### config.mk
export PLATFORM = sky130hd
export DESIGN_NAME = multicycle_sequencer
export DESIGN_NICKNAME = d
export VERILOG_FILES = /design/src/rtl/multicycle_sequencer_pkg.sv /design/src/rtl/multicycle_sequencer_alu8.sv /design/src/rtl/multicycle_sequencer.sv
export SDC_FILE = /design/constraint.sdc
export NUM_CORES = 1
export LEC_CHECK = 0
export ABC_AREA = 1
export BUFFER_PORTS_ARGS = -buffer_cell sky130_fd_sc_hd__buf_2
export CAP_MARGIN = 20
export CORE_MARGIN = 4
export CORE_UTILIZATION = 60
export CTS_BUF_LIST = sky130_fd_sc_hd__clkbuf_8
export CTS_CLUSTER_SIZE = 8
export DETAILED_ROUTE_END_ITERATION = 6
export GPL_ROUTABILITY_DRIVEN = 0
export PLACE_DENSITY = 0.86
export SETUP_SLACK_MARGIN = 0.5
export SYNTH_ARGS = -nofsm -noshare
export SYNTH_HDL_FRONTEND = slang
export SYNTH_SLANG_ARGS = --single-unit
### constraint.sdc
create_clock -name clk -period 6.6 [get_ports clk]
set_input_delay 1.98 -clock clk [delete_from_list [all_inputs] [get_ports clk]]
set_output_delay 1.98 -clock clk [all_outputs]
set_load 0.1 [all_outputs]
### src/rtl/multicycle_sequencer_pkg.sv
// rtl/multicycle_sequencer_pkg.sv - shared state codes, opcodes and decode helper
package multicycle_sequencer_pkg;

  typedef enum logic [2:0] {
    ST_FETCH     = 3'd0,
    ST_DECODE    = 3'd1,
    ST_RF        = 3'd2,
    ST_EX        = 3'd3,
    ST_WB        = 3'd4,
    ST_OUTPUT    = 3'd5,
    ST_HALT_DONE = 3'd6
  } state_e;

  typedef enum logic [2:0] {
    ALU_ADD = 3'd0,
    ALU_SUB = 3'd1,
    ALU_AND = 3'd2,
    ALU_OR  = 3'd3,
    ALU_SLT = 3'd4,
    ALU_SLL = 3'd5
  } alu_op_e;

  localparam logic [5:0] OP_RTYPE = 6'h00;
  localparam logic [5:0] OP_ADDI  = 6'h08;
  localparam logic [5:0] OP_SLTI  = 6'h0A;
  localparam logic [5:0] OP_ANDI  = 6'h0C;
  localparam logic [5:0] OP_ORI   = 6'h0D;
  localparam logic [5:0] OP_HALT  = 6'h3F;

  localparam logic [5:0] FN_SLL = 6'h00;
  localparam logic [5:0] FN_ADD = 6'h20;
  localparam logic [5:0] FN_SUB = 6'h22;
  localparam logic [5:0] FN_AND = 6'h24;
  localparam logic [5:0] FN_OR  = 6'h25;
  localparam logic [5:0] FN_SLT = 6'h2A;

  localparam logic [4:0] OUT_REG_IDX = 5'd2;

  typedef struct packed {
    alu_op_e op;
    logic    use_imm;
    logic    rtype;
    logic    halt;
    logic    invalid;
  } decode_t;

  function automatic decode_t decode_instr(input logic [31:0] ir);
    decode_t d;
    d.op      = ALU_ADD;
    d.use_imm = 1'b0;
    d.rtype   = 1'b0;
    d.halt    = 1'b0;
    d.invalid = 1'b0;
    case (ir[31:26])
      OP_RTYPE: begin
        d.rtype = 1'b1;
        case (ir[5:0])
          FN_ADD:  d.op = ALU_ADD;
          FN_SUB:  d.op = ALU_SUB;
          FN_AND:  d.op = ALU_AND;
          FN_OR:   d.op = ALU_OR;
          FN_SLT:  d.op = ALU_SLT;
          FN_SLL:  d.op = ALU_SLL;
          default: d.invalid = 1'b1;
        endcase
      end
      OP_ADDI: begin d.op = ALU_ADD; d.use_imm = 1'b1; end
      OP_SLTI: begin d.op = ALU_SLT; d.use_imm = 1'b1; end
      OP_ANDI: begin d.op = ALU_AND; d.use_imm = 1'b1; end
      OP_ORI:  begin d.op = ALU_OR;  d.use_imm = 1'b1; end
      OP_HALT: d.halt = 1'b1;
      default: d.invalid = 1'b1;
    endcase
    return d;
  endfunction

  function automatic logic [15:0] sat_inc16(input logic [15:0] v);
    return (v == 16'hFFFF) ? v : v + 16'd1;
  endfunction

endpackage

### src/rtl/multicycle_sequencer_alu8.sv
// rtl/multicycle_sequencer_alu8.sv - combinational 8-bit ALU for the decoded subset
import multicycle_sequencer_pkg::*;

module alu8 (
  input  alu_op_e    op,
  input  logic [7:0] a,
  input  logic [7:0] b,
  input  logic [4:0] shamt,
  output logic [7:0] y
);

  always_comb begin
    y = 8'd0;
    case (op)
      ALU_ADD: y = a + b;
      ALU_SUB: y = a - b;
      ALU_AND: y = a & b;
      ALU_OR:  y = a | b;
      ALU_SLT: y = {7'd0, ($signed(a) < $signed(b))};
      // Shifting an 8-bit value by 8 or more empties it.
      ALU_SLL: y = (shamt >= 5'd8) ? 8'd0 : (b << shamt[2:0]);
      default: y = 8'd0;
    endcase
  end

endmodule

### src/rtl/multicycle_sequencer.sv
// rtl/multicycle_sequencer.sv - FETCH/DECODE/RF/EX/WB sequencer with halt output handshake
import multicycle_sequencer_pkg::*;

module multicycle_sequencer #(
  parameter int PC_W     = 8,
  parameter int RESET_PC = 0
) (
  input  logic            clk,
  input  logic            reset,
  input  logic [31:0]     instr_data,
  input  logic            instr_valid,
  input  logic [7:0]      rsv,
  input  logic [7:0]      rtv,
  input  logic            done,
  output logic [PC_W-1:0] pc,
  output logic [2:0]      state,
  output logic [4:0]      rs,
  output logic [4:0]      rt,
  output logic [4:0]      rd,
  output logic [7:0]      result,
  output logic            instruction_invalid,
  output logic [7:0]      out_value,
  output logic            finished,
  output logic [15:0]     retired
);

  state_e      cur_state;
  logic [31:0] ir;
  alu_op_e     alu_op;
  logic        use_imm;
  logic        out_armed;
  decode_t     dec;
  logic [7:0]  alu_b;
  logic [7:0]  alu_y;

  assign state = cur_state;

  always_comb begin
    dec = decode_instr(ir);
  end

  assign alu_b = use_imm ? ir[7:0] : rtv;

  alu8 u_alu (
    .op    (alu_op),
    .a     (rsv),
    .b     (alu_b),
    .shamt (ir[10:6]),
    .y     (alu_y)
  );

  always_ff @(posedge clk or posedge reset) begin
    if (reset) begin
      cur_state           <= ST_FETCH;
      pc                  <= PC_W'(RESET_PC);
      ir                  <= 32'd0;
      alu_op              <= ALU_ADD;
      use_imm             <= 1'b0;
      out_armed           <= 1'b0;
      rs                  <= 5'd0;
      rt                  <= 5'd0;
      rd                  <= 5'd0;
      result              <= 8'd0;
      instruction_invalid <= 1'b0;
      out_value           <= 8'd0;
      finished            <= 1'b0;
      retired             <= 16'd0;
    end else begin
      case (cur_state)
        ST_FETCH: begin
          instruction_invalid <= 1'b0;
          if (instr_valid) begin
            ir        <= instr_data;
            pc        <= pc + PC_W'(1);
            cur_state <= ST_DECODE;
          end
        end
        ST_DECODE: begin
          rs                  <= ir[25:21];
          rt                  <= ir[20:16];
          rd                  <= dec.rtype ? ir[15:11] : ir[20:16];
          alu_op              <= dec.op;
          use_imm             <= dec.use_imm;
          instruction_invalid <= dec.invalid;
          if (dec.halt) begin
            out_armed <= 1'b0;
            retired   <= sat_inc16(retired);
            cur_state <= ST_OUTPUT;
          end else begin
            cur_state <= ST_RF;
          end
        end
        ST_RF: cur_state <= ST_EX;
        ST_EX: begin
          // rsv/rtv are only valid on this edge, one cycle after the RF sample.
          result    <= alu_y;
          cur_state <= ST_WB;
        end
        ST_WB: begin
          retired             <= sat_inc16(retired);
          instruction_invalid <= 1'b0;
          cur_state           <= ST_FETCH;
        end
        ST_OUTPUT: begin
          // First OUTPUT edge only arms; a sticky done left over from an
          // earlier run must not capture the stale rsv.
          if (!out_armed) begin
            out_armed <= 1'b1;
          end else if (done) begin
            out_value <= rsv;
            finished  <= 1'b1;
            cur_state <= ST_HALT_DONE;
          end
        end
        ST_HALT_DONE: cur_state <= ST_HALT_DONE;
        default:      cur_state <= ST_FETCH;
      endcase
    end
  end

endmodule

==> impl_summary.md <==
Synth
The gate count after technology mapping is ~750. After synthesis, the largest family of logic cells by area is simple AND/OR/NAND/NOR gates. The proportion of synthesized area in mux cells is 1.95%. The Yosys warning count is 0. The sequential area share after synthesis is between 40 and 50%.

After synthesis, the netlist uses 42 different library cells. After synthesis, the most frequently instantiated cells are 197 x nand2_1, 97 x dfrtp_1, 92 x inv_1. The mean area per synthesized cell is ~7.7 µm². The post-synthesis share of cell area spent on and, or, nand and nor gates is 28.2%.

The most frequently used cell type in the post-synthesis netlist is nand2_1. In the post-synthesis netlist, the biggest area contributors are dfrtp_1 42%, nand2_1 13%, ha_1 6.1%. The xor/xnor share of the synthesized area is slightly above 3%. The most used flip-flop cell after synthesis is dfrtp_1. The proportion of register bits with asynchronous set or reset after synthesis is 100%. The share of the synthesized area in compound gates (AO/OA/AOI/OAI) is between 9 and 10%. The post-synthesis instance area is about 5800 µm². The number of enable-type register cells in the synthesized netlist is 0. The synthesized netlist devotes under 10% of its cell area to adder and majority cells.

Counting every net in the synthesized netlist gives 831. The cell type contributing the most total cell area after synthesis is dfrtp_1. The register bit count reported by yosys is between 90 and 100. The synthesized design devotes to its leading area cell type 42.1% of total area.

Setup path
On the worst path, the slowest cell contributes a delay of between 0.4 and 0.5 ns. The critical path's most frequent cell is nand2_1. STA puts the critical path data required time at between 6 and 7 ns. Walking the worst path, the cells encountered are buf_2 -> nor2_1 -> or2_2 -> ha_1 -> inv_1 -> nor3_1 -> nand2_1 -> nand2_1 -> nand2_1 -> nand3_1 -> nand3_1 -> nand2_1 -> nand2_1. The number of cells on the worst reg-to-reg path is 11. Counting both buffers and inverters, the worst setup path holds a total of 2. The critical path crosses 13 cells after its start point. The worst setup path is launched from an input port. For this design, the slowest cell found on the critical path is ha_1. The kind of capture point of the worst setup path is a flop. The worst-path maximum fanout is 5. The type of the setup path with the least slack is in2reg. The critical path arrival is roughly 3.8 ns. Among cell families on the critical path, the largest total delay comes from simple AND/OR/NAND/NOR gates.

STA
The hold violation total from the final report is 0. At the pin with the least slew margin, the transition time is approximately 0.96 ns. After routing, the total negative slack on setup checks comes to 0 ns.

Setup repair after global routing left no endpoint under its margin. The routed design could run at a clock period as short as 3.53 ns. In this run the tightest slew margin relative to its limit is between 30 and 40%. Setup violations remaining at the end of the flow were counted as 0.

The worst clock skew is 0.0157 ns. The share of the clock period used by the worst path after layout is about 54%. The upper clock frequency limit is between 200 and 300 MHz. The number of max-slew violations in the final report is 0.

Clocking
The TritonCTS buffer count is 9. The clock tree root driver cell is clkbuf_8. The clock net in this run drives a total of 97 sinks. The clock tree from TritonCTS is built. Post-CTS timing repair inserted 0 buffers for setup.

The count of H-tree levels built during CTS is 3. The count of instances resized after the clock tree is built is 0. The clock latency of the later-clocked register in the worst-skew pair is 0.37 ns. After clock tree synthesis, the clock-pin slew on the worst setup and hold paths is 0.10 ns. The count of hold buffers inserted by post-cts repair is 0.

The worst-case clock buffer depth is 2.

Finish
Excluding fillers, the count of instances in the completed layout stands at between 900 and 1,000. Of the cells placed in the final design, the portion with a size suffix greater than 1 is a little under a fifth. The area added between synthesis and finish is 14.4%.

The final cell area excluding filler cells is approximately 6600 µm². The final core utilization is a little under three quarters. The number of diodes is 0. The count of nets after finishing is 937.

Floorplan
The initialized floorplan defines 35 standard-cell rows. Once the floorplan was initialized, standard cells occupied between 60 and 70% of the core. The core region is 9280 µm². The width of the die is between 100 and 150 µm. The y dimension of the die is 106 µm. The die outline area is 11,200 µm².

The count of pins on the block boundary is ~110.

Detailed routing
The total iterations of the first detailed-routing run is 7. The final layout contains routed wiring with a total length of about 14,000 µm. The final routed wire length divided by cell count is roughly 14 µm. The detailed-route vias per instance is between 5 and 6.

The initial DRC count is roughly 310. The detail route stage leaves a number of antenna-violating nets equal to 0. After detailed routing, the number of remaining DRC violations is 0. The via total after detailed routing is 5,418.

Placement
The total half-perimeter wirelength after legalization and detailed placement is 10,700 µm. The instance area at placement is about 6400 µm². Input and output buffers added on the ports amount to roughly 110. The post-placement cell count is just under 1,000.

Global route
Entering global routing, the biggest net connects 63 pins. The initial antenna violation count came to 0. The first-pass GRT wire length is 23,100 µm. The overflow left after global routing is 0. Global routing consumed, over all layers together, about 25% of the routing resources. The number of global-route vias before repair is 5,073.

Worst hold path
Counting instances, the worst hold path has a depth of 1. The class of the most critical hold timing path is reg2reg.

Status
The run finished with clean final reports.

Job
Across the run, the number of max-cap violations was 0.
logic make-up (layout without fill, tap and decap cells):
family | Yosys count | count (layout)
buf+inv | 116 | 226
flops | 97 | 97
simple gates | 373 | 373
fa+ha+maj | 30 | 30
compound gates | 103 | 103
xor+xnor | 20 | 20
mux | 10 | 10
worst paths after layout:
check / slack, ns / start / to
max: 3.07 / rtv[6] / result[7]$_DFFE_PP0P_
min: 0.47 / finished$_DFFE_PP0P_ / finished$_DFFE_PP0P_
max reg2reg: 4.06 / use_imm$_DFFE_PP0P_ / result[4]$_DFFE_PP0P_
min reg2reg: 0.47 / finished$_DFFE_PP0P_ / finished$_DFFE_PP0P_
max in group asynchronous: 3.87 / reset / ir[15]$_DFFE_PP0P_
min in group asynchronous: 1.61 / reset / retired[1]$_DFFE_PP0P_
metrics by stage:
stage | hold WS, ns | setup slack (ns)
after global placement | 0.446 | 2.94
after CTS | 0.473 | 3.16
after floorplan | 0.436 | 2.09
after global routing | 0.480 | 2.95
final | 0.470 | 3.07
after detailed placement | 0.452 | 2.82
cell type report:
cell class | instances | area, µm²
clock buffers | 9 | 124
clock inverters | 6 | 55.1
fillers | 764 | 2690
inverters | 98 | 373
multi-input cells | 536 | 2870
flip-flops and latches | 97 | 2430
well taps | 129 | 161
repair buffers | 113 | 583
sequential cells by signal, indices dropped and copies added, names as in the netlist, 3 cells and up:
| register | cells |
|---|---|
| alu_op | 3 |
| ir | 32 |
| out_value | 8 |
| pc | 8 |
| rd | 5 |
| result | 8 |
| retired | 16 |
| rs | 5 |
| rt | 5 |
| state | 3 |
routing by layer:
metal	GRT usage [%]	routed length [µm]
met1	32.5	5800
met2	41.7	6670
met3	5.53	1070
met5	0	0
met4	9.53	469
cell usage in the layout (no fill, tap or decap), drive strengths merged, types with 19 or more instances in the layout:
cell type / n
nand3: 62
ha: 28
nor3: 19
nand2: 199
o21ai: 41
nor2: 70
inv: 96
buf: 113
dfrtp: 97
a21oi: 52
Power is not shown: default switching activity piles up to over one toggle a cycle in this logic, so the estimate is an artifact.
